===== src/rtl/gmii_tx_framer_pkg.sv =====
// Shared constants, state encoding and CRC-32 helpers for the GMII transmit framer.
package gmii_tx_framer_pkg;

    localparam logic [7:0]  PREAMBLE_BYTE = 8'h55;
    localparam logic [7:0]  SFD_BYTE      = 8'hD5;
    localparam int          PRE_LEN       = 7;
    localparam int          FCS_LEN       = 4;
    localparam logic [31:0] CRC_POLY      = 32'h04C11DB7;
    localparam logic [31:0] CRC_INIT      = 32'hFFFFFFFF;

    typedef enum logic [2:0] {
        IDLE     = 3'd0,
        PREAMBLE = 3'd1,
        SFD      = 3'd2,
        DATA     = 3'd3,
        PAD      = 3'd4,
        FCS      = 3'd5,
        DRAIN    = 3'd6,
        IFG      = 3'd7
    } state_t;

    // Reflected (LSB-first) update: the polynomial is bit-reversed before use.
    function automatic logic [31:0] crc32_byte(input logic [31:0] crc,
                                               input logic [7:0]  d);
        logic [31:0] c;
        logic [31:0] p;
        for (int i = 0; i < 32; i++) p[i] = CRC_POLY[31-i];
        c = crc ^ {24'h000000, d};
        for (int i = 0; i < 8; i++) c = c[0] ? ((c >> 1) ^ p) : (c >> 1);
        return c;
    endfunction

    function automatic logic [15:0] sat_inc(input logic [15:0] v);
        return (v == 16'hFFFF) ? v : v + 16'd1;
    endfunction

endpackage


===== src/rtl/ethernet_crc_8.sv =====
// Byte-wise Ethernet CRC-32 engine with a serialized, complemented FCS output.
module ethernet_crc_8
    import gmii_tx_framer_pkg::*;
(
    input  logic       clk,
    input  logic       i_rst,
    input  logic       i_init,
    input  logic       i_calc,
    input  logic [7:0] i_data,
    input  logic       i_shift,
    output logic [7:0] o_crc_byte
);

    logic [31:0] r_crc;

    always_ff @(posedge clk or posedge i_rst) begin
        if (i_rst) begin
            r_crc <= CRC_INIT;
        end else if (i_init) begin
            r_crc <= CRC_INIT;
        end else if (i_calc) begin
            r_crc <= crc32_byte(r_crc, i_data);
        end else if (i_shift) begin
            r_crc <= {8'hFF, r_crc[31:8]};
        end
    end

    assign o_crc_byte = ~r_crc[7:0];

endmodule


===== src/rtl/gmii_tx_framer.sv =====
// GMII transmit framer: preamble/SFD insertion, padding, FCS append,
// underrun abort with drain, and inter-frame gap enforcement.
module gmii_tx_framer
    import gmii_tx_framer_pkg::*;
#(
    parameter int PAD_EN  = 1,
    parameter int MIN_LEN = 60,
    parameter int IFG_LEN = 12
) (
    input  logic       clk,
    input  logic       resetn,
    input  logic [7:0] s_data,
    input  logic       s_valid,
    input  logic       s_last,
    output logic       s_ready,
    output logic [7:0] gmii_txd,
    output logic       gmii_tx_en,
    output logic       gmii_tx_er,
    output logic       frame_sent,
    output logic       frame_err
);

    state_t      r_state;
    state_t      w_state_nx;
    logic [15:0] r_cnt;
    logic [15:0] w_cnt_nx;
    logic [15:0] w_cnt_inc;
    logic [7:0]  w_txd;
    logic        w_en;
    logic        w_er;
    logic        w_sent;
    logic        w_err;
    logic        w_rst;
    logic        w_crc_init;
    logic        w_crc_calc;
    logic        w_crc_shift;
    logic [7:0]  w_crc_data;
    logic [7:0]  w_crc_byte;

    assign w_rst     = ~resetn;
    assign w_cnt_inc = sat_inc(r_cnt);

    ethernet_crc_8 u_crc (
        .clk        (clk),
        .i_rst      (w_rst),
        .i_init     (w_crc_init),
        .i_calc     (w_crc_calc),
        .i_data     (w_crc_data),
        .i_shift    (w_crc_shift),
        .o_crc_byte (w_crc_byte)
    );

    // The state names the byte being chosen now; it reaches the wire next cycle.
    always_comb begin
        w_state_nx  = r_state;
        w_cnt_nx    = r_cnt;
        w_txd       = 8'h00;
        w_en        = 1'b0;
        w_er        = 1'b0;
        w_sent      = 1'b0;
        w_err       = 1'b0;
        w_crc_init  = 1'b0;
        w_crc_calc  = 1'b0;
        w_crc_shift = 1'b0;
        w_crc_data  = s_data;
        s_ready     = 1'b0;
        unique case (r_state)
            IDLE: begin
                w_crc_init = 1'b1;
                w_cnt_nx   = '0;
                if (s_valid) begin
                    w_txd      = PREAMBLE_BYTE;
                    w_en       = 1'b1;
                    w_state_nx = PREAMBLE;
                end
            end
            PREAMBLE: begin
                w_txd    = PREAMBLE_BYTE;
                w_en     = 1'b1;
                w_cnt_nx = w_cnt_inc;
                if (r_cnt == 16'(PRE_LEN - 2)) begin
                    w_cnt_nx   = '0;
                    w_state_nx = SFD;
                end
            end
            SFD: begin
                w_txd      = SFD_BYTE;
                w_en       = 1'b1;
                w_state_nx = DATA;
            end
            DATA: begin
                s_ready = 1'b1;
                if (s_valid) begin
                    w_txd      = s_data;
                    w_en       = 1'b1;
                    w_crc_calc = 1'b1;
                    w_cnt_nx   = w_cnt_inc;
                    if (s_last) begin
                        if (PAD_EN != 0 && w_cnt_inc < 16'(MIN_LEN)) begin
                            w_state_nx = PAD;
                        end else begin
                            w_cnt_nx   = '0;
                            w_state_nx = FCS;
                        end
                    end
                end else begin
                    w_en       = 1'b1;
                    w_er       = 1'b1;
                    w_err      = 1'b1;
                    w_state_nx = DRAIN;
                end
            end
            PAD: begin
                w_en       = 1'b1;
                w_crc_calc = 1'b1;
                w_crc_data = 8'h00;
                w_cnt_nx   = w_cnt_inc;
                if (w_cnt_inc >= 16'(MIN_LEN)) begin
                    w_cnt_nx   = '0;
                    w_state_nx = FCS;
                end
            end
            FCS: begin
                w_txd       = w_crc_byte;
                w_en        = 1'b1;
                w_crc_shift = 1'b1;
                w_cnt_nx    = w_cnt_inc;
                if (r_cnt == 16'(FCS_LEN - 1)) begin
                    w_sent     = 1'b1;
                    w_cnt_nx   = '0;
                    w_state_nx = IFG;
                end
            end
            DRAIN: begin
                s_ready = 1'b1;
                if (s_valid && s_last) begin
                    w_cnt_nx   = '0;
                    w_state_nx = IFG;
                end
            end
            IFG: begin
                w_cnt_nx = w_cnt_inc;
                if (r_cnt >= 16'(IFG_LEN - 1)) begin
                    w_cnt_nx   = '0;
                    w_state_nx = IDLE;
                end
            end
            default: w_state_nx = IDLE;
        endcase
    end

    always_ff @(posedge clk or negedge resetn) begin
        if (!resetn) begin
            r_state    <= IDLE;
            r_cnt      <= '0;
            gmii_txd   <= 8'h00;
            gmii_tx_en <= 1'b0;
            gmii_tx_er <= 1'b0;
            frame_sent <= 1'b0;
            frame_err  <= 1'b0;
        end else begin
            r_state    <= w_state_nx;
            r_cnt      <= w_cnt_nx;
            gmii_txd   <= w_txd;
            gmii_tx_en <= w_en;
            gmii_tx_er <= w_er;
            frame_sent <= w_sent;
            frame_err  <= w_err;
        end
    end

endmodule


===== config.mk =====
export PLATFORM = sky130hd
export DESIGN_NAME = gmii_tx_framer
export DESIGN_NICKNAME = d
export VERILOG_FILES = /design/src/rtl/gmii_tx_framer_pkg.sv /design/src/rtl/ethernet_crc_8.sv /design/src/rtl/gmii_tx_framer.sv
export SDC_FILE = /design/constraint.sdc
export NUM_CORES = 1
export LEC_CHECK = 0
export ABC_AREA = 0
export CAP_MARGIN = 0
export CORE_MARGIN = 2
export CORE_UTILIZATION = 40
export CTS_CLUSTER_SIZE = 40
export DETAILED_ROUTE_END_ITERATION = 8
export DONT_BUFFER_PORTS = 1
export HOLD_SLACK_MARGIN = 0.1
export PLACE_DENSITY = 0.65
export SLEW_MARGIN = 30
export SYNTH_ARGS = -nofsm -noshare
export SYNTH_HDL_FRONTEND = slang
export SYNTH_SLANG_ARGS = --single-unit

===== constraint.sdc =====
create_clock -name clk -period 7.4 [get_ports clk]
set_clock_uncertainty 0.15 [all_clocks]
set_input_delay 0.37 -clock clk [delete_from_list [all_inputs] [get_ports clk]]
set_output_delay 0.37 -clock clk [all_outputs]
set_load 0.05 [all_outputs]

==> metrics.txt <==
max-slew violation total from the final report=0; ratio of routed vias to standard cells=5.749; sequential cell fraction of total power=0.497; CTS Sinks=62; wire length of the first global-routing pass=16.15 mm; Global Route Usage Sum=0.1793; Iter 0 DRT Violations=306; Yosys top cell area share=0.1989; Rows=37; Cell Area, Placed=4263 sq um; layout cell share with drive strength beyond 1=0.1663; clock buffer depth=2; transition time at the pin with the least slew margin=0.8921 ns; Setup WS post-layout=3.979 ns; largest net degree at the start of global routing=63; post-synthesis to final-layout area growth=6.955%; net switching power=0.1706 mW; syn_area_per_cell=8.845 sq um; leading post-synthesis cells by cell area=sky130_fd_sc_hd__dfstp_2 (20%), sky130_fd_sc_hd__dfrtp_1 (18%), sky130_fd_sc_hd__xnor2_1 (7.5%); detailed-route via count=3478; power after layout=0.6835 mW; run status=complete, no violations; Max-slew headroom=0.4057; count of state elements after synthesis=62; count of flip-flops with a built-in enable after synthesis=0; final hold slack=0.1148 ns; Worst-Skew Late Latency=0.34 ns; initial cell density of the core=0.4114; period utilization=0.4623; ys flop type=sky130_fd_sc_hd__dfstp_2; post-synthesis async set-or-reset flop share=1.000; worst reg-to-reg path cell count=9; initial antenna violation count=0; total leakage power=1.848 nW; Startpoint Class=register; r2r startpoint=r_cnt[0]; Num CTS Buffers=9; Max Clk Rate=292.3 MHz; I/O pin count=25; class of the tightest hold or removal check=in2reg; length of the first detailed-routing pass in iterations=5; Seq/Total Area, Yosys=0.3764; worst ir drop on vdd=0.07708 mV; clock tree from TritonCTS=done; number of instances in the synthesized netlist=478; Antenna Violating Nets Remaining=0; Final Net Count=478; buffers inserted during post-CTS setup optimization=0; placed cell count=582; internal power contribution=0.5129 mW; clock period minus worst slack=3.421 ns; share of total power in combinational logic=0.114; RePlAce Congestion=0.8918; final instance count without filler cells=605; Syn Nets=492; H-tree depth=3; vias in the first global route=3188; Port Buffer Count=0; worst hold endpoint=gmii_txd[6]; Chip Height=106.8 microns; maximum fanout count along the critical path=24; floorplan die area=11410 sq um; aggregate negative setup slack=0 ns; Core Area=10280 sq um; endpoints failing hold=0; HPWL after DPL=6.510 mm; clock transition time at the flip-flop clock pins of the worst setup and hold paths=0.06 ns; count of warnings emitted by yosys=0; post-route cell area=4522 sq um; max-cap violations=0; Filler Cell Count=1008; required time of the critical path=7.49 ns; kind of end point of the critical path=register; depth of the worst hold-timing path=2; final core area utilization=0.4400; R2R Path End=r_cnt[0]; root cell of the clock tree=sky130_fd_sc_hd__clkbuf_8; Mapped Area=4228 sq um; Setup Slack @ Placement=3.989 ns; number of antenna diodes=0; clock share of power=0.388; wirelength, routed=9.678 mm; internal reg-to-reg setup slack=3.98 ns; overall die width=106.8 microns; final setup violation count=0; pwr dens=151.2 nW/um^2; global-route congestion overflow total=0; number of instances resized during post-cts repair=0; switching portion of total power=0.2496; final routed wire length divided by cell count=16.00 microns; dominant cell type by area after synthesis=sky130_fd_sc_hd__dfstp_2; CP Data Arrival Time=3.51 ns; critical path class=reg2reg; DRC Markers=0; number of library cell types mapped by synthesis=58; worst min-delay path startpoint=s_data[6]; RSZ-0062 raised after global routing=false
-- how the worst max path moves through the flow --
stage	from	to	slack [ns]	depth (start not counted)
after floorplan	r_cnt[0]	r_cnt[8]	4.66	10
final	r_cnt[0]	r_cnt[0]	3.98	9
after CTS	r_cnt[0]	r_cnt[0]	3.99	9
after detailed placement	r_cnt[0]	r_cnt[0]	3.99	9
after global placement	r_cnt[0]	r_cnt[0]	4.14	9
after global routing	r_cnt[0]	r_cnt[1]	3.63	9
-- what timing repair did --
| item | in CTS | in global routing |
|---|---|---|
| endpoints found under the setup margin | 0 | 0 |
| hold buffers | 7 | 0 |
| endpoints found under the hold margin | 70 | 0 |
-- power by group through the flow --
stage | sequential, mW | combinational (mW) | clock, mW
after global routing | 0.340 | 0.0859 | 0.289
after CTS | 0.340 | 0.0788 | 0.274
final | 0.340 | 0.0782 | 0.265
after floorplan | 0.345 | 0.0577 | 0
after detailed placement | 0.345 | 0.0664 | 0
after global placement | 0.345 | 0.0663 | 0
-- Yosys cell counts, types with 4 or more instances --
master / instances
sky130_fd_sc_hd__nor2_1: 59
sky130_fd_sc_hd__a21oi_1: 44
sky130_fd_sc_hd__nand2_1: 40
sky130_fd_sc_hd__o21ai_0: 40
sky130_fd_sc_hd__xnor2_1: 36
sky130_fd_sc_hd__dfstp_2: 32
sky130_fd_sc_hd__dfrtp_1: 30
sky130_fd_sc_hd__clkbuf_1: 21
sky130_fd_sc_hd__a211o_1: 19
sky130_fd_sc_hd__nand3_1: 15
sky130_fd_sc_hd__nor3_1: 12
sky130_fd_sc_hd__xor2_1: 12
sky130_fd_sc_hd__a31oi_1: 9
sky130_fd_sc_hd__a21o_1: 7
sky130_fd_sc_hd__inv_1: 7
sky130_fd_sc_hd__buf_2: 6
sky130_fd_sc_hd__nor4_1: 6
sky130_fd_sc_hd__and4_1: 5
sky130_fd_sc_hd__o22a_1: 5
sky130_fd_sc_hd__and3_1: 4
sky130_fd_sc_hd__nand4_1: 4
sky130_fd_sc_hd__xnor2_2: 4
sky130_fd_sc_hd__xor2_2: 4
-- cell families (layout without fill, tap and decap cells) --
family          count (synthesis)  count (layout)  share of synthesized area
fa+ha+maj                       2               2                   0.005918
xor+xnor                       59              59                     0.1497
mux                             2               2                   0.005031
flops                          62              62                     0.3764
compound gates                143             143                     0.2187
simple gates                  167             167                     0.1977
buf+inv                        43              34                    0.04646
-- state kept, by name (all words and copies together), names as in the netlist --
name and count:
frame_err 1, frame_sent 1, r_cnt 16, r_state 3
gmii_tx_en 1, gmii_txd 8, u_crc.r_crc 32
-- per-layer routing --
| layer | up-vias | wire length, microns | global-route usage |
|---|---|---|---|
| li1 | 1662 | - | - |
| met1 | 1679 | 4514 | 0.2413 |
| met2 | 117 | 4311 | 0.2702 |
| met3 | 20 | 683 | 0.05471 |
| met4 | 0 | 168 | 0.06957 |
| met5 | - | 0 | 0 |
-- worst max-delay path, stage by stage (launching register included) --
cell	delay, ns
sky130_fd_sc_hd__dfrtp_1	0.51
sky130_fd_sc_hd__ha_1	0.30
sky130_fd_sc_hd__nand3_1	0.27
sky130_fd_sc_hd__nor4_2	0.68
sky130_fd_sc_hd__nor3_1	0.20
sky130_fd_sc_hd__nand4b_4	0.15
sky130_fd_sc_hd__nor2_1	0.10
sky130_fd_sc_hd__o211ai_4	0.55
sky130_fd_sc_hd__o21ai_0	0.20
sky130_fd_sc_hd__a21o_1	0.21
-- cell type report --
type / instances / area (sq um) / share of cell area
repair buffers: 10 / 110.1 / 0.02435
flip-flops and latches: 62 / 1592 / 0.3520
inverters: 8 / 30.03 / 0.006641
well taps: 136 / 170.2 / 0.03763
clock inverters: 1 / 5.005 / 0.001107
clock buffers: 15 / 166.4 / 0.03680
multi-input cells: 373 / 2449 / 0.5415
-- layout by cell type (no fill, tap or decap), types with 5 or more instances in the layout --
cell type / instances
sky130_fd_sc_hd__nor4_1: 6
sky130_fd_sc_hd__xor2_1: 12
sky130_fd_sc_hd__nor3_1: 11
sky130_fd_sc_hd__dfstp_2: 32
sky130_fd_sc_hd__a21o_1: 7
sky130_fd_sc_hd__xnor2_1: 36
sky130_fd_sc_hd__clkbuf_8: 11
sky130_fd_sc_hd__dfrtp_1: 30
sky130_fd_sc_hd__dlygate4sd3_1: 6
sky130_fd_sc_hd__nand3_1: 15
sky130_fd_sc_hd__nand2_1: 40
sky130_fd_sc_hd__a31oi_1: 9
sky130_fd_sc_hd__a21oi_1: 44
sky130_fd_sc_hd__nor2_1: 59
sky130_fd_sc_hd__o21ai_0: 40
sky130_fd_sc_hd__a211o_1: 19
sky130_fd_sc_hd__and4_1: 5
sky130_fd_sc_hd__inv_1: 7
sky130_fd_sc_hd__o22a_1: 5
Power figures use the tool's default switching activity.
